===== src/rtl/keypad_entry.sv =====
// Keypad operand entry: edge-detected key events build up to OPERANDS BCD operands
// of DIGITS digits each, with BACK/NEXT/CLEAR/ENTER editing and a parallel load path.
module keypad_entry #(
    parameter int DIGITS   = 4,
    parameter int OPERANDS = 2,
    parameter int IW       = (OPERANDS > 1) ? $clog2(OPERANDS) : 1,
    parameter int CW       = $clog2(DIGITS + 1)
) (
    input  logic                         clk,
    input  logic                         rst,
    input  logic [4:0]                   key,
    input  logic                         set,
    input  logic [DIGITS*4-1:0]          set_val,
    output logic [OPERANDS*DIGITS*4-1:0] ops,
    output logic [IW-1:0]                index,
    output logic [CW-1:0]                count,
    output logic [1:0]                   st,
    output logic                         done,
    output logic                         err
);
    localparam int OW = DIGITS * 4;

    typedef enum logic [1:0] {
        S_ENTRY = 2'b00,
        S_FULL  = 2'b01,
        S_DONE  = 2'b10
    } state_t;

    localparam logic [4:0] K_NEXT  = 5'd10;
    localparam logic [4:0] K_BACK  = 5'd11;
    localparam logic [4:0] K_CLEAR = 5'd12;
    localparam logic [4:0] K_ENTER = 5'd13;
    localparam logic [4:0] K_IDLE  = 5'd31;

    logic [OW-1:0] ops_q [OPERANDS];
    logic [OW-1:0] ops_d [OPERANDS];
    logic [IW-1:0] index_q, index_d;
    logic [CW-1:0] count_q, count_d;
    state_t        st_q, st_d;
    logic          done_q, done_d;
    logic          err_q, err_d;
    logic [4:0]    key_prev_q;

    logic          key_ev;
    logic [OW-1:0] cur;
    logic [OW-1:0] op_v;
    logic [IW-1:0] idx_v;
    logic [CW-1:0] cnt_v;

    assign key_ev = (key != K_IDLE) && (key_prev_q == K_IDLE);
    assign cur    = ops_q[index_q];

    always_comb begin
        ops_d   = ops_q;
        index_d = index_q;
        count_d = count_q;
        st_d    = st_q;
        done_d  = 1'b0;
        err_d   = 1'b0;
        // A digit arriving in DONE starts over from a cleared operand set.
        op_v    = (st_q == S_DONE) ? '0 : cur;
        idx_v   = (st_q == S_DONE) ? '0 : index_q;
        cnt_v   = (st_q == S_DONE) ? '0 : count_q;

        if (set) begin
            ops_d[index_q] = set_val;
            count_d        = CW'(DIGITS);
            st_d           = S_FULL;
        end else if (key_ev) begin
            if (key <= 5'd9) begin
                if (st_q == S_FULL) begin
                    err_d = 1'b1;
                end else begin
                    if (st_q == S_DONE) begin
                        for (int k = 0; k < OPERANDS; k++) ops_d[k] = '0;
                        index_d = '0;
                        count_d = '0;
                        st_d    = S_ENTRY;
                    end
                    // A leading zero carries no significance and is dropped silently.
                    if (!(cnt_v == '0 && key == 5'd0)) begin
                        ops_d[idx_v] = (op_v << 4) | OW'(key[3:0]);
                        count_d      = cnt_v + CW'(1);
                        st_d         = (cnt_v + CW'(1) == CW'(DIGITS)) ? S_FULL : S_ENTRY;
                    end
                end
            end else begin
                case (key)
                    K_NEXT: begin
                        if (st_q != S_DONE && index_q < IW'(OPERANDS - 1)) begin
                            index_d = index_q + IW'(1);
                            count_d = '0;
                            st_d    = S_ENTRY;
                        end else begin
                            err_d = 1'b1;
                        end
                    end
                    K_BACK: begin
                        if (st_q != S_DONE && count_q != '0) begin
                            ops_d[index_q] = cur >> 4;
                            count_d        = count_q - CW'(1);
                            st_d           = S_ENTRY;
                        end else begin
                            err_d = 1'b1;
                        end
                    end
                    K_CLEAR: begin
                        for (int k = 0; k < OPERANDS; k++) ops_d[k] = '0;
                        index_d = '0;
                        count_d = '0;
                        st_d    = S_ENTRY;
                    end
                    K_ENTER: begin
                        if (st_q != S_DONE) begin
                            st_d   = S_DONE;
                            done_d = 1'b1;
                        end else begin
                            err_d = 1'b1;
                        end
                    end
                    default: ;
                endcase
            end
        end
    end

    always_ff @(posedge clk) begin
        if (!rst) begin
            for (int k = 0; k < OPERANDS; k++) ops_q[k] <= '0;
            index_q    <= '0;
            count_q    <= '0;
            st_q       <= S_ENTRY;
            done_q     <= 1'b0;
            err_q      <= 1'b0;
            key_prev_q <= K_IDLE;
        end else begin
            for (int k = 0; k < OPERANDS; k++) ops_q[k] <= ops_d[k];
            index_q    <= index_d;
            count_q    <= count_d;
            st_q       <= st_d;
            done_q     <= done_d;
            err_q      <= err_d;
            key_prev_q <= key;
        end
    end

    for (genvar g = 0; g < OPERANDS; g++) begin : g_ops
        assign ops[g*OW +: OW] = ops_q[g];
    end

    assign index = index_q;
    assign count = count_q;
    assign st    = st_q;
    assign done  = done_q;
    assign err   = err_q;
endmodule

===== config.mk =====
export PLATFORM = sky130hd
export DESIGN_NAME = keypad_entry
export DESIGN_NICKNAME = d
export VERILOG_FILES = /design/src/rtl/keypad_entry.sv
export SDC_FILE = /design/constraint.sdc
export NUM_CORES = 1
export LEC_CHECK = 0
export ABC_AREA = 1
export CORE_ASPECT_RATIO = 1.2
export CORE_MARGIN = 5
export CORE_UTILIZATION = 29
export DETAILED_ROUTE_END_ITERATION = 12
export GPL_ROUTABILITY_DRIVEN = 0
export GPL_TIMING_DRIVEN = 0
export PLACE_DENSITY = 0.54
export SLEW_MARGIN = 20
export SYNTH_ARGS = -nofsm -noshare
export SYNTH_HDL_FRONTEND = slang
export SYNTH_SLANG_ARGS = --single-unit

===== constraint.sdc =====
create_clock -name clk -period 2.75 [get_ports clk]
set_input_delay 0.55 -clock clk [delete_from_list [all_inputs] [get_ports clk]]
set_output_delay 0.55 -clock clk [all_outputs]
set_load 0.01 [all_outputs]

### After elaboration in Yosys (flattened, before gate mapping)

Cells that the tools add are included.

* $add $sub $neg: 3
* order comparisons: 6
* equal/unequal tests: 20
* muxes and demuxes: 55
* bitwise logic cells: 7
* reductions and logical operators: 25

Operators with widths (number)
* two-way mux 32 bit: 11
* bitwise mux 32 bit: 3
* two-way mux 16 bit: 5
* case mux 32 bit (2 select lines): 1
* demux 16 bit (select 1 bit): 2
* two-way mux 3 bit: 8
* equality test 5 x 4 -> 1 bit (second input constant): 4
* inequality test 4 bit (second input constant): 4
* OR 16 x 4 -> 16 bit: 1
* inequality test 3 bit (second input constant): 5
* AND reduction 5 bit: 3
* two-way mux 2 bit: 7
* AND reduction 7 bit: 2
* two-way mux 1 bit: 13
* two-way mux 12 bit: 1
* nonzero test 5 bit: 2
* case mux 3 bit (3 select lines): 1
* case mux 2 bit (4 select lines): 1
* nonzero test 4 bit: 2
* logical AND 1 bit: 6
* nonzero test 3 bit: 2
* nonzero test 6 bit: 1
* equality test 5 bit (second input constant): 1
* less-or-equal comparator 5 x 4 -> 1 bit (second input constant): 1
* 22 further kinds: 29

* flip-flop bits (word level): 45
* input port bits: 24
* output and inout bits: 40
* logic and storage cells: 126

### Logic depth before layout (Yosys ltp)

* depth in word-level cells: 13
* mapped depth: 17
* mapped depth without buffers: 15

### Worst setup path after synthesis

OpenSTA, ideal clock, no wires.

* path kind: register to register
* start point: register st_q[1], in the netlist st[1]
* end point: register count_q[0], in the netlist count[0]
* setup time: 0.117 ns
* arrival time: 1.969 ns
* required time: 2.633 ns
* setup slack: 0.664 ns
* cell stages (with the launch flop): 16
* path buffers: 3
* clock period less this slack: 2.086 ns
* path through: dfxtp_1 inv_2 nor2_4 buf_2 nor2_1 inv_1 ha_1 nand2_1 nor2_1 nand3_1 buf_4 buf_6 o21ai_0 o21ai_0 nor2_1 nor2_1

* longest elaborated chain between the ends: 7
* elaborated cells on any way between the ends: 16
* classes of those cells: add/sub (1); eq/ne (6); mux (4); reduce/logical (5)

Ends and longest elaborated chain
* start, declared: line 39 `state_t st_q, st_d;`
* start signal, assigned: line 140 `st_q <= st_d;`
* parallel branches: the longest is 7 deep, another holds adder 3 x 1 -> 3 bit
* end signal, assigned: line 139 `count_q <= count_d;`
* end, declared: line 38 `logic [CW-1:0] count_q, count_d;`

Several ways; the timed one is not identified. The select of a mux whose other input is x is not followed.
A chain may end at the register's enable or synchronous reset.

### Final worst setup path

* start point: register st_q[0], in the netlist st[0]
* end point: register ops_q (netlist bit ops[8])

* longest elaborated chain between the ends: 13
* elaborated cells on any way between the ends: 30
* classes of those cells: order compare (2); eq/ne (5); mux (16); bitwise (2); reduce/logical (5)

Ends and longest elaborated chain
* equality test 2 bit
* two-way mux 1 bit
* NOT 1 -> 2 bit (implied by the code): line 82 `ops_d[idx_v] = (op_v << 4) | OW'(key[3:0]);`
* greater-or-equal comparator 2 bit (implied by the code) or less-than comparator 2 x 1 -> 1 bit (tied branches): line 82
* logical AND 1 bit (implied by the code): line 82
* two-way mux 16 bit (implied by the code): line 82
* demux 16 bit (select 1 bit): line 82
* bitwise mux 32 bit: line 82
* two-way mux 32 bit: line 81 `if (!(cnt_v == '0 && key == 5'd0)) begin`
* two-way mux 32 bit: line 71 `if (st_q == S_FULL) begin`
* two-way mux 32 bit: line 70 `if (key <= 5'd9) begin`
* two-way mux 32 bit: line 69 `end else if (key_ev) begin`
* two-way mux 32 bit: line 65 `if (set) begin`
* end, declared: line 35 `logic [OW-1:0] ops_q [OPERANDS];`

Several ways; a longest one is shown, not always the timed one. The select of a mux whose other input is x is not followed.

==> results.py <==
metrics = {
    "clocking": {
        "cts_hold_buf": 0,
        "clk_latency_ns": 0.30,
        "cts_buffers": 5,
        "path_clk_slew_ns": 0.07,
        "cts_tree": "done",
        "cts_buffer_depth": 2,
        "clock-sinks": 45,
        "clockRootBuffer": "clkbuf_16",
        "h-tree-depth": 2,
    },
    "logic_synthesis": {
        "synth_nets": 782,
        "synthCells": 753,
        "ys_async_sr_fraction_pct": 0,
        "syn-cell-area_um2": 4128,
        "synth_edf_count": 0,
        "synth_flop_cell": "dfxtp_1",
        "avgSynthCellArea_um2": 5.482,
        "yosys.area.top_type": "nand2_1",
        "yosysSeqAreaShare_pct": 21.82,
        "ys_seq_elements": 45,
        "yosys_warnings": 0,
        "ys_top_cells_by_area": "nand2_1, dfxtp_1, nor2_1, nand3_1, inv_1",
        "ys_top_cells_by_count": "nand2_1, nor2_1, nand3_1",
        "yosysUniqueCellTypes": 30,
        "yosysMostFrequentCell": "nand2_1",
        "synth_top_area_share_pct": 25.74,
    },
    "detailed_routing": {
        "detailroute.via_count": 4979,
        "firstDrtPassIters": 8,
        "drc_errors": 0,
        "drt_wl_total_um": 16830,
        "wl_per_cell_um": 16.95,
        "antenna_left": 0,
        "drt_iter0_markers": 541,
        "routed_via_density": 5.014,
    },
    "timing": {
        "fin_setup_tns_ns": 0,
        "rsz0062_at_grt": "false",
        "worst-slew-pin-transition_ns": 0.6947,
        "period_share_pct": 89.95,
        "fin_worst_skew_ns": 0.004143,
        "maxSlewHeadroom_pct": 53.68,
        "fin_ws_ns": 0.2765,
        "final_max_slew_viol_count": 0,
        "fin_crit_ns": 2.474,
        "hold_viol": 0,
        "whs_ns": 0.5348,
        "max_freq_ghz": 0.4043,
        "setup_viol_count_final": 0,
    },
    "power": {
        "p_sw_mw": 0.7631,
        "p_clk_share_pct": 31.5,
        "seq_power_share_pct": 36.0,
        "switching_share_pct": 35.97,
        "p_per_area_nw_per_um2": 415.0,
        "comb_power_share_pct": 32.5,
        "p_leak_nw": 2.402,
        "p_int_mw": 1.358,
        "total_power_mw": 2.121,
        "peakVddDrop_mv": 0.2181,
    },
    "worst_setup_path": {
        "rr_startpoint": "st[0]",
        "cp_common_cell": "nor2_1",
        "r2r-end": "ops[8]",
        "r2r_slack_ns": 0.28,
        "required_ns": 2.94,
        "reg2reg_depth": 15,
        "crit_path_start_kind": "flip-flop",
        "cpPeakStageDelay_ns": 0.45,
        "crit_path_end": "ops[8]",
        "worst_ep_arrival_time_ns": 2.67,
        "cp_max_fo": 10,
        "endpoint_kind": "flip-flop",
        "slowest_stage": "dfxtp_1",
        "cp_cell_sequence": "nor2_4 > buf_6 > nor2_1 > inv_1 > ha_1 > nand2_1 > nor2_1 > nand3_1 > buf_4 > buf_6 > nand3b_1 > nand3_1 > nand3_1 > nor2_1 > nor2_1",
        "startpoint": "st[0]",
        "critPathKind": "reg -> reg",
    },
    "layout": {
        "fillers": 1586,
        "drive_above_1_share_pct": 10.22,
        "n_antenna_cell": 0,
        "nNetsFinal": 850,
        "stdcell_count": 993,
        "seqCellArea_um2": 900.9,
        "multi_input_area_um2": 2690,
        "syn2layout_area_growth_pct": 23.83,
    },
    "grt": {
        "grt_max_degree": 14,
        "grt_usage_pct": 19.73,
        "grt_pass1_vias": 4637,
        "overflow": 0,
        "grt_pass1_wl_um": 25940,
        "grt_antenna_before_repair": 0,
    },
    "worst_hold_path": {
        "holdPathStages": 2,
        "hp-class": "reg -> reg",
    },
    "floorplanning": {
        "start_util_pct": 29.74,
        "dieHeight_um": 140.7,
        "rows": 47,
        "design.die.area_um2": 16730,
        "ioPinCount": 64,
        "die_w_um": 118.9,
        "core-area_um2": 13880,
    },
    "outcome": {
        "outcome": "finished, final reports clean",
    },
    "placement": {
        "dp_cells": 983,
        "dpl.hpwl_um": 12790,
        "pre_cts_slack_ns": 0.05566,
        "port_buffers": 59,
    },
    "job": {
        "maxCapViolCount": 0,
    },
}
kinds of logic (layout without fill, tap and decap cells):
logic type | count (synthesis) | after routing | synth area share (%)
DFF | 45 | 45 | 21.82
AOI/OAI and AO/OA | 59 | 59 | 7.366
xor gates and xnor gates | 1 | 1 | 0.2122
buffers and inverters | 112 | 181 | 13.00
adders and majority gates | 5 | 5 | 1.516
and+or+nand+nor | 531 | 531 | 56.08
state kept, by name (all words and copies together) (netlist names):
name        count
count           3
done            1
err             1
index           1
key_prev_q      5
ops            32
st              2
layer usage:
| metal | part of all wire [%] | routed length, um | global-route usage (%) |
|---|---|---|---|
| met1 | 43 | 7253 | 25.06 |
| met2 | 48 | 8000 | 34.16 |
| met3 | 6.1 | 1034 | 2.764 |
| met4 | 3.2 | 539 | 6.955 |
| met5 | 0 | 0 | 0 |
cell type report:
type | instances | area share (%)
multi-input combinational | 596 | 52.63
sequential | 45 | 17.63
timing repair buffer | 61 | 11.85
buffer | 49 | 5.998
inverter | 63 | 4.627
tap | 171 | 4.186
clock buffer | 7 | 2.987
clock inverter | 1 | 0.09792
worst max-delay path: cells and delay by family (launching register included):
family	cells	cell delay [ns]
and+or+nand+nor	10	1.01
adders and majority gates	1	0.25
buffers and inverters	4	0.65
DFF	1	0.45
repair_timing:
action	in CTS	in global routing
resized for setup	0	3
buffers inserted	0	2
endpoints found under the setup margin	0	35
cells in the final DEF, fill, tap and decap left out, types with 6 or more instances in the layout:
cell,synthesis,layout
a21oi_1,30,30
dfxtp_1,45,45
buf_6,7,8
nor2_1,116,116
clkdlybuf4s50_1,0,59
nand2_2,6,6
buf_4,9,11
inv_2,8,8
buf_2,24,23
o21ai_0,20,20
nand3_1,79,79
nand2_1,283,283
nand4_1,24,24
nor2_4,9,9
inv_1,55,55
stage by stage:
step           utilization [%]  instance area, um^2
4_1_cts                  36.68                 5090
5_1_grt                  36.83                 5111
3_5_place_dp             35.54                 4932
2_1_floorplan                -                 4128
6_report                 36.83                 5111
3_3_place_gp             35.54                 4932
how the worst min path moves through the flow:
stage	from	endpoint	slack (ns)
6_report	key_prev_q[4]	done	0.53
3_5_place_dp	key_prev_q[4]	done	0.53
2_1_floorplan	key_prev_q[4]	done	0.49
3_3_place_gp	key_prev_q[4]	done	0.53
4_1_cts	key[2]	key_prev_q[2]	0.54
5_1_grt	key[2]	key_prev_q[2]	0.56
power by group through the flow:
stage,sequential (mW),combinational [mW],clock (mW)
after floorplan,0.776,0.407,0
after global placement,0.779,0.683,0
after detailed placement,0.778,0.682,0
after CTS,0.763,0.684,0.691
after global routing,0.771,0.760,0.710
final,0.763,0.689,0.669
No activity file was read; power rests on OpenSTA's default activity.
